<file path="src/rtl/stch_pkg.sv">
`default_nettype none
// ============================================================================
//  Package     : stch_pkg
//  Description : Shared types, constants and helpers for the stochastic
//                readout path (stochastic stream -> decimal estimate).
//  Revision    : 1.0  initial release
// ============================================================================
package stch_pkg;

  // Readout controller states: waiting for RUN, or accumulating a window.
  typedef enum logic [0:0] {
    ST_IDLE  = 1'b0,
    ST_ACCUM = 1'b1
  } stch_state_e;

  // Largest representable estimate. An all-ones code stands for
  // probability 1, the same meaning the DEC2STCH converter gives maxOut.
  function automatic int unsigned stch_max_out(input int unsigned nd);
    return (32'd1 << nd) - 32'd1;
  endfunction

  // A window shorter than the output precision cannot fill every output bit.
  function automatic bit stch_win_ok(input int nd, input int win_log2);
    return (win_log2 >= nd);
  endfunction

endpackage

// Elaboration-time guard for the window/precision relationship; expands to a
// labelled generate-if that only elaborates in a bad configuration.
`ifndef STCH_CHECK_WIN
`define STCH_CHECK_WIN(ND_, WIN_) \
  if (!stch_pkg::stch_win_ok((ND_), (WIN_))) begin : g_win_check_fail \
    $error("stch: WIN_LOG2 must be >= ND"); \
  end
`endif
`default_nettype wire

</file>
<file path="src/rtl/stch_ones_counter.sv">
`default_nettype none
// ============================================================================
//  Module      : stch_ones_counter
//  Description : EN-gated ones counter for one accumulation window, with a
//                window-position counter, terminal-count flag and the
//                window total including the bit presented this cycle.
//  Revision    : 1.0  initial release
// ============================================================================
module stch_ones_counter #(
  parameter int WIN_LOG2 = 8
) (
  input  logic                clk,
  input  logic                rst,
  input  logic                clr,
  input  logic                en,
  input  logic                s,
  output logic                tc,
  output logic [WIN_LOG2:0]   total
);

  logic [WIN_LOG2:0]   ones_q, ones_d;
  logic [WIN_LOG2-1:0] wcnt_q, wcnt_d;

  // Window position is at its last sample; the caller qualifies with EN.
  assign tc    = &wcnt_q;
  // Running total with the current bit folded in, so the final sample of a
  // window never needs its own extra cycle.
  assign total = ones_q + {{WIN_LOG2{1'b0}}, s};

  // Next-count: clear has priority, otherwise advance only on qualified samples.
  always_comb begin
    ones_d = ones_q;
    wcnt_d = wcnt_q;
    if (clr) begin
      ones_d = '0;
      wcnt_d = '0;
    end else if (en) begin
      ones_d = total;
      wcnt_d = wcnt_q + WIN_LOG2'(1);
    end
  end

  // Counter registers with synchronous reset.
  always_ff @(posedge clk) begin
    if (rst) begin
      ones_q <= '0;
      wcnt_q <= '0;
    end else begin
      ones_q <= ones_d;
      wcnt_q <= wcnt_d;
    end
  end

endmodule
`default_nettype wire

</file>
<file path="src/rtl/stch2dec_window.sv">
`default_nettype none
// ============================================================================
//  Module      : stch2dec_window
//  Description : Counts ones of a stochastic bit stream over a window of
//                2^WIN_LOG2 qualified samples and emits the saturated
//                ND-bit estimate (x/2^ND) with a one-cycle valid strobe.
//  Revision    : 1.0  initial release
// ============================================================================
module stch2dec_window
  import stch_pkg::*;
#(
  parameter int ND       = 8,
  parameter int WIN_LOG2 = 8
) (
  input  logic          CLK,
  input  logic          INIT,
  input  logic          RUN,
  input  logic          EN,
  input  logic          S,
  output logic [ND-1:0] D,
  output logic          D_VALID,
  output logic          BUSY
);

  `STCH_CHECK_WIN(ND, WIN_LOG2)

  localparam int                SHIFT    = WIN_LOG2 - ND;
  localparam logic [ND-1:0]     MAX_OUT  = ND'(stch_max_out(ND));
  localparam logic [WIN_LOG2:0] MAX_WIDE = (WIN_LOG2 + 1)'(stch_max_out(ND));

  stch_state_e         state_q, state_d;
  logic [ND-1:0]       d_q, d_d;
  logic                d_valid_q, d_valid_d;
  logic                cnt_clr, cnt_en, cnt_tc;
  logic [WIN_LOG2:0]   total, shifted;
  logic [ND-1:0]       d_sat;

  stch_ones_counter #(
    .WIN_LOG2 (WIN_LOG2)
  ) u_ones_counter (
    .clk   (CLK),
    .rst   (INIT),
    .clr   (cnt_clr),
    .en    (cnt_en),
    .s     (S),
    .tc    (cnt_tc),
    .total (total)
  );

  // Scale the window total down to ND bits; only a full window of ones
  // (exactly 2^ND after scaling) overflows and is clamped to all-ones.
  assign shifted = total >> SHIFT;
  assign d_sat   = (shifted > MAX_WIDE) ? MAX_OUT : shifted[ND-1:0];

  // Next state, counter control and result capture.
  always_comb begin
    state_d   = state_q;
    d_d       = d_q;
    d_valid_d = 1'b0;
    cnt_clr   = 1'b0;
    cnt_en    = 1'b0;
    case (state_q)
      ST_IDLE: begin
        if (RUN) begin
          state_d = ST_ACCUM;
          cnt_clr = 1'b1;
        end
      end
      ST_ACCUM: begin
        if (EN) begin
          if (cnt_tc) begin
            // Last sample of the window: publish and restart so a held RUN
            // begins the next window on the very next sample.
            d_d       = d_sat;
            d_valid_d = 1'b1;
            cnt_clr   = 1'b1;
            if (!RUN) begin
              state_d = ST_IDLE;
            end
          end else begin
            cnt_en = 1'b1;
          end
        end
      end
      default: begin
        state_d = ST_IDLE;
      end
    endcase
  end

  // State and output registers; INIT discards any window in progress.
  always_ff @(posedge CLK) begin
    if (INIT) begin
      state_q   <= ST_IDLE;
      d_q       <= '0;
      d_valid_q <= 1'b0;
    end else begin
      state_q   <= state_d;
      d_q       <= d_d;
      d_valid_q <= d_valid_d;
    end
  end

  assign D       = d_q;
  assign D_VALID = d_valid_q;
  assign BUSY    = (state_q == ST_ACCUM);

endmodule
`default_nettype wire
</file>
<file path="config.mk">
export PLATFORM = sky130hd
export DESIGN_NAME = stch2dec_window
export DESIGN_NICKNAME = d
export VERILOG_FILES = /design/src/rtl/stch_pkg.sv /design/src/rtl/stch_ones_counter.sv /design/src/rtl/stch2dec_window.sv
export SDC_FILE = /design/constraint.sdc
export NUM_CORES = 1
export LEC_CHECK = 0
export BUFFER_PORTS_ARGS = -buffer_cell sky130_fd_sc_hd__buf_2
export CAP_MARGIN = 0
export CORE_ASPECT_RATIO = 1.5
export CORE_MARGIN = 5
export CORE_UTILIZATION = 60
export DETAILED_ROUTE_END_ITERATION = 6
export PLACE_DENSITY = 0.88
export SLEW_MARGIN = 20
export SYNTH_ARGS = -nofsm -noshare
export SYNTH_HDL_FRONTEND = slang
export SYNTH_SLANG_ARGS = --single-unit
</file>
<file path="constraint.sdc">
create_clock -name CLK -period 4.3 [get_ports CLK]
set_clock_uncertainty 0.05 [all_clocks]
set_input_delay 0.86 -clock CLK [delete_from_list [all_inputs] [get_ports CLK]]
set_output_delay 0.86 -clock CLK [all_outputs]
set_load 0.02 [all_outputs]
</file>
* Word-level counts from Yosys, hierarchy flattened *
Index checks and enable logic that the tools add are counted.

word-level totals
  logic and storage cells = 24
  output and inout port bits = 10
  input bits = 5
  register bits = 27

cells by class
  order comparisons = 1
  reductions and logical operators = 4
  bitwise logic cells = 1
  mux-type cells = 11
  $add $sub $neg = 2

operator list
  cell                                                 number
  AND reduction 10 bit                                 1
  adder 9 x 1 -> 9 bit                                 1
  > comparator 9 x 8 -> 1 bit (second input constant)  1
  adder 8 x 1 -> 8 bit (second input constant)         1
  2-to-1 mux 1 bit                                     8
  2-to-1 mux 8 bit                                     1
  AND reduction 8 bit                                  1
  case mux 1 bit (2 select lines)                      2
  OR reduction 2 bit                                   2
  inverter 1 bit                                       1

* Depth between registers and ports, before layout *
  depth after elaboration = 5
  gate-level depth with buffers = 7
  depth with buffers taken out = 6

* Cells and area by module *
A second synthesis with hierarchy kept.

second synthesis, totals
  cells, all modules = 149
  area, all modules = 1333.8 µm²

modules (own cells, without submodules)
  module             instances  area each (µm²)  cells each  sequential area each (µm²)
  stch_ones_counter  1          863.3            100         340.3
  stch2dec_window    1          470.5            49          200.2

* Worst setup path before layout *
Ideal clock, no wire load.

  path kind = in2reg
  start = in S
  end = reg d_q[3], in the netlist D[3]
  library setup time = 0.140 ns
  buffers on the path = 0
  cell stages on the path = 6
  data required time = 4.110 ns
  arrival time = 1.932 ns
  path slack = 2.179 ns
  cells stage by stage = ha_1 ha_1 nand3_1 or2_1 xor2_2 a311oi_2

on the way
  word-level cells in the longest chain between the ends = 3

ends and longest elaborated chain
  item                         line                     text
  from (decl)                  stch2dec_window.sv:19    input logic S,
  adder 9 x 1 -> 9 bit *       stch_ones_counter.sv:28  assign total = ones_q + {{WIN_LOG2{1'b0}}, s};
  > comparator 9 x 8 -> 1 bit  stch2dec_window.sv:53    assign d_sat = (shifted > MAX_WIDE) ? MAX_OUT : shifted[ND-1:0];
  2-to-1 mux 8 bit *           stch2dec_window.sv:53
  to (signal assigned)         stch2dec_window.sv:95    d_q <= '0;
  to (signal assigned)         stch2dec_window.sv:99    d_q <= d_d;
  to (decl)                    stch2dec_window.sv:32    logic [ND-1:0] d_q, d_d;

Mark *: on every way between the ends. The rest lies on a longest branch, timed or not.
A chain may end at the register's enable or synchronous reset.

* Final worst setup path *
  start = reg u_ones_counter.wcnt_q[0]
  end = reg u_ones_counter.wcnt_q[2]

on the way
  word-level cells in the longest chain between the ends = 5
  elaborated cells on any way between the ends = 9
  those cells by class = 1 x add/sub; 6 x mux; 2 x reduce/logical

ends and longest elaborated chain
  item                                 line                     text
  from (decl)                          stch_ones_counter.sv:22  logic [WIN_LOG2-1:0] wcnt_q, wcnt_d;
  from (signal assigned)               stch_ones_counter.sv:50  wcnt_q <= wcnt_d;
  AND reduction 8 bit                  stch_ones_counter.sv:25  assign tc = &wcnt_q;
  2-to-1 mux 1 bit                     stch2dec_window.sv:71    if (cnt_tc) begin
  2-to-1 mux 1 bit                     -
  case mux 1 bit (2 select lines)      stch2dec_window.sv:62    case (state_q)
  OR reduction 2 bit (no source line)  -

Parallel ways exist; a longest one is shown, timed or not.

==> impl_summary.md <==
Synth
The number of enable-type register cells in the synthesized netlist is 0. The mean instance size in the synthesized netlist is 9.655 um2. The fraction of the yosys area taken by sequential cells is 39.71%. After synthesis, the share of flip-flops with an asynchronous set or reset is 0%. By area the synthesized netlist is led by sky130_fd_sc_hd__dfxtp_1 (40%), sky130_fd_sc_hd__nor2_1 (6.1%), sky130_fd_sc_hd__xnor2_1 (5.1%). Summed over its instances, the top area cell type makes up 39.71% of the synthesized netlist area. The synthesized instance count is roughly 140. The number of register bits inferred by synthesis is 27. The unique cell type count in the Yosys netlist is 42. The prevailing post-synth register cell is sky130_fd_sc_hd__dfxtp_1. The mapped cell area is 1361 um2. The synthesis warning total is 0. The number of nets in the synthesized netlist is 150. The library cell occupying the most area in the post-synthesis netlist is sky130_fd_sc_hd__dfxtp_1.

GRT
The initial antenna violation count is 0. Global routing used 16.59% of the available tracks across all layers. The busiest metal layer after global routing is met2. The via count of the first global-routing pass is ~1100. The global routing usage on met2 is around a third. Entering global routing, the biggest net connects 18 pins.

The met1 demand-to-capacity share in global routing is 15.78%. The sum of overflow across all layers after global routing is 0. The first global-routing pass estimated roughly 4400 um of wire. The met3 track utilization from global routing is roughly 2.6%.

Power and ir drop
The completed layout was analyzed and its total power is ~0.38 mW. The share of total power dissipated in the clock network is between 20% and 30%. Of the total power, registers draw roughly two thirds. The net switching fraction of the power is between 20% and 30%. The power per unit of standard cell area is around 270 nW/um2. Internal power comes to approximately 0.3 mW. Combinational logic is responsible for a little under 5% of the overall power. In this run the power spent charging and discharging nets is 0.08620 mW. The worst-case IR drop observed on VDD is between 0.2 and 0.25 mV.

Summed over all cells, the static leakage comes to around 0.54 nW.

Floorplanning
The core region area is between 2000 and 2500 um2. The row count is 21. The die covers between 3000 and 4000 um2.

From left edge to right edge, the die measures between 40 and 50 um. From bottom edge to top edge, the die measures 68.34 um. The initial utilization of the core area, before any placement, comes to about three fifths. The count of pins on the block boundary is 15.

Routing
The number of vias after detailed routing is between 1000 and 1500. The number of violations reported at the end of detailed-routing iteration 0 is 31. The routed wire length per instance is approximately 15 um.

The via count normalized by instance count is around 6. For this run, design rule violations remaining after detail routing come to 0. The first detailed-routing pass took 4 iterations. The remaining antenna violation count is 0. For this block, the routed nets add up to 2539 um of wire.

Clock network
TritonCTS built the clock tree. The worst-skew pair later-pin latency is roughly 0.32 ns. The post-CTS setup-driven buffer insertion count is 0. Counting every sink on the clock net gives 27. The number of buffers inserted for hold repair after clock tree synthesis is 0. The clock root buffer is sky130_fd_sc_hd__clkbuf_4. The worst-case clock buffer depth is 2. After clock tree synthesis, the clock-pin slew on the worst setup and hold paths is approximately 0.14 ns. The post-cts sizing count is 0. TritonCTS created 3 clock buffers. In this run the number of H-tree levels came out at 1.

Outcome
The run finished with clean final reports.

Worst setup path
Counting cells, the worst reg-to-reg path comes to 5. The number of buffers and inverters on the critical path is 0. Along the worst path, the maximum fanout reaches 17. The largest stage delay on the critical path is 0.53 ns. The largest individual stage delay along the critical path comes from the cell sky130_fd_sc_hd__nor3_4. STA puts the critical path data arrival time at approximately 2.3 ns. The startpoint kind of the worst setup timing path is a register. The start-to-end type of the worst setup path is reg -> reg. The number of logic stages on the critical path including buffering is 5.

The kind of end point of the critical path is a register. Walking the worst path, the cells encountered are ha_1 -> nand3_2 -> nor3_4 -> a211o_2 -> a311oi_1. The family of cells with the greatest summed delay on the critical path is simple AND/OR/NAND/NOR gates. At the worst endpoint, the required time is about 4.5 ns.

Flow run
The tool flagged a number of max-cap violations equal to 0.

STA
The smallest clock period supported by the final layout is computed as between 2 and 2.5 ns. The fraction of the cycle the final worst path needs is between 40% and 50%. The worst pin sits at a relative slew slack of between 50% and 60%.

Derived from the worst setup path, the maximum achievable clock frequency is approximately 470 MHz. The final count of hold timing violations is 0. The summed negative setup slack over all endpoints is 0 ns. The final-report max-slew violation count is 0. Setup repair after global routing left no endpoint under its margin. Setup violations remaining at the end of the flow were counted as 0.

The transition time at the pin with the least slew margin is around 0.63 ns.

Min path
The worst hold path class is reg -> reg. The worst hold path stage count is 2.

Cells and area
The net count reported at finish is approximately 160. The filler cells instantiated in the layout total 198. The share of final-layout standard cells stronger than drive strength 1 is about 20%. The number of antenna repair diodes is 0.

Compared with the post-synthesis result, the final layout area differs by 4.780%. Cells fill between 60 and 70% of the core in the end.

Placement
The final weighted congestion of routability-driven global placement is slightly below 0.9. Summed over all nets, the half-perimeter wirelength after detailed placement is roughly 2000 um. The count of buffers inserted at the top-level ports is 14.
-- state kept, by name (all words and copies together) (netlist names) --
name / flops
BUSY: 1
D: 8
D_VALID: 1
u_ones_counter.ones_q: 9
u_ones_counter.wcnt_q: 8
-- cells by family (layout without fill, tap and decap cells) --
family,count (synthesis),count (layout),share of synthesized area (%)
AOI/OAI and AO/OA,30,30,16.91
xor gates and xnor gates,14,14,9.559
adders and majority gates,4,4,3.677
buffers and inverters,11,22,5.606
DFF,27,27,39.71
muxes,4,4,2.941
and+or+nand+nor,51,51,21.60
-- worst register-to-register path, delay by kind of cell (launching register included) --
kind                     cells  cell delay, ns
flip-flops                   1            0.41
adder cells (fa/ha/maj)      1            0.33
AND/OR/NAND/NOR              2            0.73
AO/OA/AOI/OAI                2            0.48
-- final timing paths --
path,from,end,slack [ns]
hold / removal,D[1]$_SDFFE_PP0P_,D[1]$_SDFFE_PP0P_,0.45
setup reg to reg,u_ones_counter.wcnt_q[0]$_SDFFE_PP0P_,u_ones_counter.wcnt_q[2]$_SDFFE_PP0P_,2.18
hold reg to reg,D[1]$_SDFFE_PP0P_,D[1]$_SDFFE_PP0P_,0.45
setup / recovery,u_ones_counter.wcnt_q[0]$_SDFFE_PP0P_,u_ones_counter.wcnt_q[2]$_SDFFE_PP0P_,2.18
-- Yosys cell counts, types with 2 or more instances --
cell,number
sky130_fd_sc_hd__or4_1,3
sky130_fd_sc_hd__nand3_1,7
sky130_fd_sc_hd__a211oi_1,3
sky130_fd_sc_hd__and3_1,2
sky130_fd_sc_hd__a311oi_1,7
sky130_fd_sc_hd__mux2i_1,4
sky130_fd_sc_hd__inv_1,4
sky130_fd_sc_hd__a21oi_1,7
sky130_fd_sc_hd__dfxtp_1,27
sky130_fd_sc_hd__o31ai_1,3
sky130_fd_sc_hd__nand4_1,2
sky130_fd_sc_hd__nand2_1,2
sky130_fd_sc_hd__xor2_1,5
sky130_fd_sc_hd__buf_6,4
sky130_fd_sc_hd__o21ai_0,2
sky130_fd_sc_hd__nor2_1,22
sky130_fd_sc_hd__or3_1,2
sky130_fd_sc_hd__xnor2_1,8
sky130_fd_sc_hd__ha_1,4
-- area by class of cell --
class	count	area (um2)	share of cell area (%)
Clock buffer	3	22.52	1.579
Sequential cell	27	540.5	37.89
Inverter	4	15.01	1.053
Timing Repair Buffer	14	70.07	4.912
Clock inverter	1	5.005	0.3509
Tap cell	23	28.78	2.018
Multi-Input combinational cell	103	744.5	52.19
-- power by group through the flow --
stage	clock network [mW]	registers [mW]	logic (mW)
finish	0.107	0.254	0.0185
global route	0.123	0.254	0.0205
CTS	0.109	0.253	0.0185
detailed placement	0	0.259	0.0185
global placement	0	0.259	0.0180
floorplan	0	0.259	0.0160
-- metrics by stage --
step | hold WS (ns) | setup slack [ns] | instances | instance area, um2
final | 0.4515 | 2.181 | 175 | 1426
after global routing | 0.4862 | 2.035 | 175 | 1426
after CTS | 0.4557 | 2.185 | 175 | 1426
after detailed placement | 0.4373 | 1.869 | 171 | 1399
after global placement | 0.4353 | 1.961 | 171 | 1399
after floorplan | 0.4244 | 2.179 | 141 | 1361
-- cell usage in the layout (no fill, tap or decap), types with 2 or more instances in the layout --
cell type,Yosys,layout
sky130_fd_sc_hd__buf_2,0,14
sky130_fd_sc_hd__nand4_1,2,2
sky130_fd_sc_hd__xor2_1,5,5
sky130_fd_sc_hd__and3_1,2,2
sky130_fd_sc_hd__clkbuf_4,0,3
sky130_fd_sc_hd__nor2_1,22,22
sky130_fd_sc_hd__ha_1,4,4
sky130_fd_sc_hd__a211oi_1,3,3
sky130_fd_sc_hd__a21oi_1,7,7
sky130_fd_sc_hd__o21ai_0,2,2
sky130_fd_sc_hd__a311oi_1,7,7
sky130_fd_sc_hd__o31ai_1,3,3
sky130_fd_sc_hd__xnor2_1,8,8
sky130_fd_sc_hd__dfxtp_1,27,27
sky130_fd_sc_hd__nand3_1,7,7
sky130_fd_sc_hd__mux2i_1,4,4
sky130_fd_sc_hd__inv_1,4,4
sky130_fd_sc_hd__or4_1,3,3
sky130_fd_sc_hd__or3_1,2,2
sky130_fd_sc_hd__nand2_1,2,2
-- per-layer routing --
layer,part of all wire (%),up-vias
met2,58,19
met4,1.5,0
met3,3.0,5
met1,38,509
met5,0,-
li1,-,538
No activity file was read; power rests on OpenSTA's default activity.
